File: config.mk
export PLATFORM = sky130hd
export DESIGN_NAME = ex_muldiv_seq
export DESIGN_NICKNAME = d
export VERILOG_FILES = /design/src/rtl/ex_muldiv_seq.sv
export SDC_FILE = /design/constraint.sdc
export NUM_CORES = 1
export LEC_CHECK = 0
export ABC_AREA = 0
export BUFFER_PORTS_ARGS = -buffer_cell sky130_fd_sc_hd__buf_2
export CORE_UTILIZATION = 55
export CTS_CLUSTER_SIZE = 20
export DETAILED_ROUTE_END_ITERATION = 10
export PLACE_DENSITY = 0.75
export REMOVE_ABC_BUFFERS = 1
export SYNTH_ARGS = -nofsm -noshare
export SYNTH_HDL_FRONTEND = slang
export SYNTH_SLANG_ARGS = --single-unit
File: constraint.sdc
create_clock -name clk -period 6.2 [get_ports clk]
set_input_delay 1.55 -clock clk [delete_from_list [all_inputs] [get_ports clk]]
set_output_delay 1.55 -clock clk [all_outputs]
set_load 0.05 [all_outputs]
File: src/rtl/ex_muldiv_seq.sv
// ex_muldiv_seq: sequential RV32M multiply/divide unit, one radix-2 step per cycle.
// Define EX_MULDIV_DIV_EN to build in the restoring divider; without it, ops 1xx finish at once with 0.
module ex_muldiv_seq (
  input  logic        clk,
  input  logic        reset,
  input  logic        hazard_flush,
  input  logic        start,
  input  logic [2:0]  op,
  input  logic [31:0] rs1,
  input  logic [31:0] rs2,
  input  logic [4:0]  rd,
  output logic        busy,
  output logic        done,
  output logic [31:0] result,
  output logic [4:0]  result_rd
);

  typedef enum logic [1:0] {IDLE = 2'd0, ITER = 2'd1, DONE = 2'd2} state_t;

  state_t      state_reg;
  logic [2:0]  op_reg;
  logic [4:0]  rd_reg;
  logic [5:0]  count_reg;
  logic [31:0] opb_reg;
  logic [63:0] acc_reg;
  logic        res_neg_reg;
  logic        done_reg;
  logic [31:0] result_reg;
  logic [4:0]  result_rd_reg;
`ifdef EX_MULDIV_DIV_EN
  logic        rem_neg_reg;
`endif

  logic        a_signed;
  logic        b_signed;
  logic        neg_a;
  logic        neg_b;
  logic [31:0] mag_a;
  logic [31:0] mag_b;
  logic        accept;
  logic        special;
  logic [31:0] special_result;

  // Work on magnitudes; the sign is reapplied once the unsigned iteration finishes.
  always_comb begin
    a_signed = (op == 3'b001) || (op == 3'b010) || (op == 3'b100) || (op == 3'b110);
    b_signed = (op == 3'b001) || (op == 3'b100) || (op == 3'b110);
    neg_a    = a_signed & rs1[31];
    neg_b    = b_signed & rs2[31];
    mag_a    = neg_a ? (~rs1 + 32'd1) : rs1;
    mag_b    = neg_b ? (~rs2 + 32'd1) : rs2;
  end

  assign accept = (state_reg == IDLE) && start && !hazard_flush;
  assign busy   = (state_reg == ITER) || accept;

  always_comb begin
    special        = 1'b0;
    special_result = 32'd0;
`ifdef EX_MULDIV_DIV_EN
    if (op[2]) begin
      if (rs2 == 32'd0) begin
        special        = 1'b1;
        special_result = op[1] ? rs1 : 32'hFFFF_FFFF;
      end else if (!op[0] && (rs1 == 32'h8000_0000) && (rs2 == 32'hFFFF_FFFF)) begin
        special        = 1'b1;
        special_result = op[1] ? 32'd0 : 32'h8000_0000;
      end
    end
`else
    if (op[2]) begin
      special        = 1'b1;
      special_result = 32'd0;
    end
`endif
  end

  logic [32:0] mul_sum;
  logic [63:0] acc_next;
  logic [63:0] prod_fix;
  logic [31:0] final_result;
`ifdef EX_MULDIV_DIV_EN
  logic [32:0] div_shift;
  logic [32:0] div_diff;
  logic [31:0] quo_fix;
  logic [31:0] rem_fix;
`endif

  // acc holds {partial product, multiplier} or {partial remainder, dividend/quotient}.
  always_comb begin
    mul_sum  = {1'b0, acc_reg[63:32]} + (acc_reg[0] ? {1'b0, opb_reg} : 33'd0);
    acc_next = {mul_sum, acc_reg[31:1]};
`ifdef EX_MULDIV_DIV_EN
    div_shift = acc_reg[63:31];
    div_diff  = div_shift - {1'b0, opb_reg};
    if (op_reg[2]) begin
      if (div_shift >= {1'b0, opb_reg})
        acc_next = {div_diff[31:0], acc_reg[30:0], 1'b1};
      else
        acc_next = {div_shift[31:0], acc_reg[30:0], 1'b0};
    end
`endif
  end

  always_comb begin
    prod_fix     = res_neg_reg ? (~acc_next + 64'd1) : acc_next;
    final_result = (op_reg[1:0] == 2'b00) ? prod_fix[31:0] : prod_fix[63:32];
`ifdef EX_MULDIV_DIV_EN
    quo_fix = res_neg_reg ? (~acc_next[31:0] + 32'd1) : acc_next[31:0];
    rem_fix = rem_neg_reg ? (~acc_next[63:32] + 32'd1) : acc_next[63:32];
    if (op_reg[2])
      final_result = op_reg[1] ? rem_fix : quo_fix;
`else
    if (op_reg[2])
      final_result = 32'd0;
`endif
  end

  always_ff @(posedge clk or posedge reset) begin
    if (reset) begin
      state_reg     <= IDLE;
      op_reg        <= 3'd0;
      rd_reg        <= 5'd0;
      count_reg     <= 6'd0;
      opb_reg       <= 32'd0;
      acc_reg       <= 64'd0;
      res_neg_reg   <= 1'b0;
      done_reg      <= 1'b0;
      result_reg    <= 32'd0;
      result_rd_reg <= 5'd0;
`ifdef EX_MULDIV_DIV_EN
      rem_neg_reg   <= 1'b0;
`endif
    end else begin
      done_reg <= 1'b0;
      if (hazard_flush) begin
        state_reg <= IDLE;
      end else begin
        case (state_reg)
          IDLE: begin
            if (start) begin
              op_reg      <= op;
              rd_reg      <= rd;
              count_reg   <= 6'd0;
              acc_reg     <= {32'd0, mag_a};
              opb_reg     <= mag_b;
              res_neg_reg <= neg_a ^ neg_b;
`ifdef EX_MULDIV_DIV_EN
              rem_neg_reg <= neg_a;
`endif
              if (special) begin
                state_reg     <= DONE;
                done_reg      <= 1'b1;
                result_reg    <= special_result;
                result_rd_reg <= rd;
              end else begin
                state_reg <= ITER;
              end
            end
          end
          ITER: begin
            acc_reg   <= acc_next;
            count_reg <= count_reg + 6'd1;
            if (count_reg == 6'd31) begin
              state_reg     <= DONE;
              done_reg      <= 1'b1;
              result_reg    <= final_result;
              result_rd_reg <= rd_reg;
            end
          end
          DONE:    state_reg <= IDLE;
          default: state_reg <= IDLE;
        endcase
      end
    end
  end

  assign done      = done_reg;
  assign result    = result_reg;
  assign result_rd = result_rd_reg;

endmodule

==> run metrics, run 1 <==
Synth async-reset ratio 100%; worst-margin pin slew 1.19 ns; min-delay src result[16]$_DFFE_PP0P_; drt first pass iters 6; Starting Density 56.5%; post-synthesis xor/xnor area fraction 11.0%; Buf/Inv on CP 0; pwr/cell area 309 nW/um^2; # port buffers 114; Min Clock Period, post-route 5.19 ns; Final Cycle Share 83.7%; Cells after Synth 1357; Critical Path Start acc_reg[0]$_DFFE_PP0P_; critical path depth 12; cell chain of the critical path and2_1 > ha_1 > fa_1 > a211oi_1 > o21ai_4 > and3_2 > or3_1 > a222oi_1 > nand4_1 > or4b_4 > or4_1 > a32o_1; vias 10.3k; vias per inst 6.05; P&R area growth vs syn 11.1%; # Post-CTS Setup Buffers 0; CTS tree yes; final wirelength 30300 um; largest net degree at the start of global routing 96; later-pin clock latency in the skew report 0.44 ns; overall routing resource usage 30.5%; Nets 1536; Setup-failing EPs final 0; ANT cells 0; Die H 144 um; R2R Path Start acc_reg[0]$_DFFE_PP0P_; total CTS buffers 17; count of different cell masters after synthesis 82; Max Root-Sink Buffers 2; Placer Congestion 0.944; slowest stage delay, CP 0.73 ns; Top delay family on crit path simple AND/OR/NAND/NOR gates; grt ovf 0; Post-Syn Area 11000 sq um; H-tree depth 4; crit path kind reg -> reg; max-slew violation count 0; Worst EP required 6.53 ns; Syn. warnings 0; total I/O pin count 115; first-pass GRT wire length 48500 um; R2R cell count 12; status completed; Pleak 5.65 nW; # hold bufs at CTS 0; WL/cell 17.8 um; max_cap viols 0; CP arrival 5.51 ns; Min-Delay Path Class reg -> reg; Final Power 3.79 mW; max FFs per register 64; Iter 0 DRT Violations 1080; RSZ-0062 raised after global routing false; setup_tns 0 ns; worst setup margin 1.01 ns; EDFF count, synth 0; area of the core 19500 sq um; Sink Count 151; post-CTS sizing 0; post-synthesis compound-gate area fraction 24.4%; initial antenna violation count 0; Hold Path Depth 2; fill count 1779; CP Launch Type register; Place WS 1.16 ns; Post-Synth Adder-Cell Area 4.27%; Max Clock Skew 0.0109 ns; Final Hold Viols 0; synthesized flop and latch total 151; vias in the first global route 9357; Placed Area 11700 sq um; largest family of logic cells by synthesized area compound AO/OA/AOI/OAI gates; post-route DRC violation count 0; DRT antenna net count 0; CP max-delay cell dfrtp_1; Worst-path clk slew 0.06 ns; die width 144 um; post-synthesis sequential area ratio 34.3%; floorplan row count 51; post-DP HPWL 22400 um; post-synthesis mux area share 1.19%; Avg Cell Area, Syn 8.12 sq um; Max Freq 0.193 GHz; die footprint 20600 sq um; CP endpoint kind register; Main synth FF type dfrtp_1; Max IR drop VDD 0.000196 V; simple-gate area share of the yosys netlist 20.9%; fraction of layout cells with a size suffix above 1 13.4%; Root Buffer clkbuf_16; final instance area 12200 sq um; maximum fanout along the worst path 33; Slew headroom 20.6%
synth_stat cells (all sizes together), types with 16 or more instances:
cell type	instances	area, sq um
a21oi	77	389
or3	18	114
a22o	23	201
clkbuf	66	287
xor2	65	569
xnor2	73	639
nor4	16	113
nor3	21	105
nand2	219	822
dfrtp	151	3780
o31ai	20	150
nand3	20	100
ha	36	450
nor2	68	255
nand4	18	113
a21o	18	139
and2	48	304
inv	28	105
o21ai	208	1050
per-layer routing:
metal,vias up,track usage (%),routed length [um]
li1,4969,-,-
met3,45,6.10,1870
met2,342,46.5,13700
met5,-,0,0
met4,0,7.89,522
met1,4938,43.9,14200
kinds of logic (layout without fill, tap and decap cells):
| group | after synthesis | in the layout |
|---|---|---|
| AO/OA/AOI/OAI | 435 | 435 |
| XOR/XNOR | 138 | 138 |
| adder cells (fa/ha/maj) | 37 | 37 |
| buffers and inverters | 106 | 185 |
| flip-flops | 151 | 151 |
| multiplexers | 13 | 13 |
| AND/OR/NAND/NOR | 477 | 477 |
stage by stage:
stage	hold WS (ns)	util, %	instances
finish	0.460	62.7	1701
global route	0.497	62.7	1701
CTS	0.466	62.7	1701
detailed placement	0.452	60.0	1669
global placement	0.446	60.0	1669
floorplan	0.442	-	1279
final cells by class:
class	count	area [sq um]	share of cell area (%)
Sequential cell	151	3780	30.8
Clock inverter	12	93.8	0.766
Multi-Input combinational cell	1100	6840	55.8
Clock buffer	20	447	3.65
Inverter	28	110	0.899
Tap cell	265	332	2.71
Timing Repair Buffer	125	653	5.33
path summary, 6_finish.rpt:
kind / end / slack (ns)
worst max-delay path: result[29]$_DFFE_PP0P_ / 1.01
worst min-delay path: result[16]$_DFFE_PP0P_ / 0.46
worst max register to register: result[29]$_DFFE_PP0P_ / 1.01
worst min register to register: result[16]$_DFFE_PP0P_ / 0.46
max in group asynchronous: result[7]$_DFFE_PP0P_ / 3.67
min in group asynchronous: opb_reg[15]$_DFFE_PP0P_ / 1.26
power breakdown:
group	switching [mW]	leakage (nW)	total, mW	internal [mW]
clock	0.456	0.252	0.984	0.528
sequential	0.187	1.97	1.35	1.16
combinational	0.936	3.42	1.45	0.515
total	1.58	5.65	3.79	2.21
layout by cell type, fill, tap and decap left out, types with 18 or more instances in the layout:
cell and instances:
a22o_1 23, nand4_1 18, nand3_1 20, xnor2_1 73, xor2_1 65, ha_1 36
inv_1 27, nor2_1 68, and2_1 45, o31ai_1 20, buf_2 114, nor3_1 21
dfrtp_1 151, a21oi_1 76, nand2_1 219, o21ai_0 203
worst reg2reg max path, stage by stage, from the launching register on:
cell	delay (ns)
dfrtp_1	0.73
and2_1	0.32
ha_1	0.21
fa_1	0.43
a211oi_1	0.41
o21ai_4	0.15
and3_2	0.25
or3_1	0.38
a222oi_1	0.51
nand4_1	0.26
or4b_4	0.65
or4_1	0.52
a32o_1	0.26
No activity file was read; power rests on OpenSTA's default activity.
==> inputs of run 2 (changes only) <==
==> constraint.sdc (replaced) <==
create_clock -name clk -period 5.45 [get_ports clk]
set_input_delay 1.3625 -clock clk [delete_from_list [all_inputs] [get_ports clk]]
set_output_delay 1.3625 -clock clk [all_outputs]
set_load 0.05 [all_outputs]
==> run metrics, run 2 (synthesis gave the netlist of run 1 again) <==
Starting Density 56.5%; cell chain of the critical path and2_1 > ha_1 > fa_1 > a211oi_1 > o21ai_4 > and3_2 > or3_1 > a222oi_1 > nand4_1 > or4b_4 > or4_1 > a32o_1; Iter 0 DRT Violations 774; total CTS buffers 17; vias 10.3k; Sink Count 151; CP max-delay cell or4b_4; setup_tns 0 ns; Worst-path clk slew 0.07 ns; ANT cells 0; post-CTS sizing 0; total I/O pin count 115; CP arrival 5.11 ns; overall routing resource usage 30.9%; Max Root-Sink Buffers 2; max FFs per register 64; # port buffers 114; slowest stage delay, CP 0.66 ns; vias per inst 6.03; fraction of layout cells with a size suffix above 1 14.2%; area of the core 19500 sq um; grt ovf 0; Final Power 4.43 mW; post-route DRC violation count 0; Worst EP required 5.78 ns; pwr/cell area 358 nW/um^2; final wirelength 30900 um; commonest non-fill, non-tap cell in the layout nand2_1; WL/cell 18.1 um; R2R Path Start acc_reg[0]$_DFFE_PP0P_; max-slew violation count 0; H-tree depth 4; Placer Congestion 0.976; CTS tree yes; Die H 144 um; first-pass GRT wire length 49400 um; post-DP HPWL 23100 um; max_cap viols 0; crit path kind reg -> reg; vias in the first global route 9482; Min Clock Period, post-route 4.79 ns; Critical Path Start acc_reg[0]$_DFFE_PP0P_; die footprint 20600 sq um; reg-to-reg endpoint result[29]$_DFFE_PP0P_; fill count 1739; DRT antenna net count 0; P&R area growth vs syn 12.4%; Slew headroom 38.9%; floorplan row count 51; # hold bufs at CTS 0; Max IR drop VDD 0.000272 V; die width 144 um; Setup-failing EPs final 0; later-pin clock latency in the skew report 0.44 ns; most frequent cells in the layout nand2_1, o21ai_0, dfrtp_1, buf_2, a21oi_1; maximum fanout along the worst path 12; RSZ-0062 raised after global routing false; # Post-CTS Setup Buffers 0; Nets 1548; Multi-input gate area 6840 sq um; Min-Delay Path Class reg -> reg; final core utilization 63.4%; Pleak 5.74 nW; Root Buffer clkbuf_16; status completed; CP Launch Type register; Max Clock Skew 0.00977 ns; CP endpoint kind register; worst-margin pin slew 0.913 ns; R2R cell count 12; Final Hold Viols 0; drt first pass iters 5; Final Cycle Share 87.9%; worst reg-to-reg setup slack 0.66 ns; Sequential Area 3780 sq um; Max Freq 0.209 GHz; largest net degree at the start of global routing 91; initial antenna violation count 0; crit path capture result[29]$_DFFE_PP0P_
[run 2: changes by cell type in the layout (fill, tap and decap cells not counted), moves of 2 or more]
cell / delta
bufinv_16: +2
buf_4: +12
clkinv_4: +3
clkinvlp_4: -3
[run 2: where the power goes]
part | total [mW] | switching, mW | leakage [nW] | internal (mW)
logic | 1.68 | 1.08 | 3.48 | 0.603
clock network | 1.22 | 0.536 | 0.284 | 0.686
registers | 1.53 | 0.205 | 1.97 | 1.32
[run 2: area by class of cell]
class | count | area share (%)
inverters | 28 | 0.889
clock inverters | 14 | 1.30
flip-flops and latches | 151 | 30.5
clock buffers | 18 | 3.46
multi-input cells | 1100 | 55.2
repair buffers | 137 | 6.00
well taps | 265 | 2.68
[run 2: metal layers]
layer | part of all wire [%] | vias to the layer above | GRT usage [%] | routed length (um)
met4 | 3.1 | 0 | 11.5 | 948
li1 | - | 5004 | - | -
met2 | 45 | 357 | 47.4 | 13900
met1 | 46 | 4897 | 44.3 | 14300
met5 | 0 | - | 0 | 0
met3 | 5.9 | 63 | 4.17 | 1840
[run 2: per-stage QoR]
stage | hold WS [ns] | area [sq um] | setup WS, ns | instances
5_1_grt | 0.500 | 12400 | 0.424 | 1713
2_1_floorplan | 0.442 | 10700 | -1.00 | 1279
6_report | 0.459 | 12400 | 0.661 | 1713
3_5_place_dp | 0.451 | 11800 | 0.720 | 1681
3_3_place_gp | 0.448 | 11800 | 0.892 | 1681
4_1_cts | 0.465 | 12400 | 0.715 | 1713
[run 2: worst min path at each step]
stage / from / endpoint / slack (ns) / cells past startpoint
finish: result[17]$_DFFE_PP0P_ / result[17]$_DFFE_PP0P_ / 0.46 / 2
global route: opb_reg[15]$_DFFE_PP0P_ / opb_reg[15]$_DFFE_PP0P_ / 0.50 / 2
CTS: result[17]$_DFFE_PP0P_ / result[17]$_DFFE_PP0P_ / 0.47 / 2
detailed placement: result[17]$_DFFE_PP0P_ / result[17]$_DFFE_PP0P_ / 0.45 / 2
global placement: result[17]$_DFFE_PP0P_ / result[17]$_DFFE_PP0P_ / 0.45 / 2
floorplan: opb_reg[12]$_DFFE_PP0P_ / opb_reg[12]$_DFFE_PP0P_ / 0.44 / 2
[run 2: worst max-delay path, delay by kind of cell (launching register included)]
kind	cells	cell delay, ns
adders and majority gates	2	0.63
AOI/OAI and AO/OA	4	1.29
DFF	1	0.48
and+or+nand+nor	6	2.27
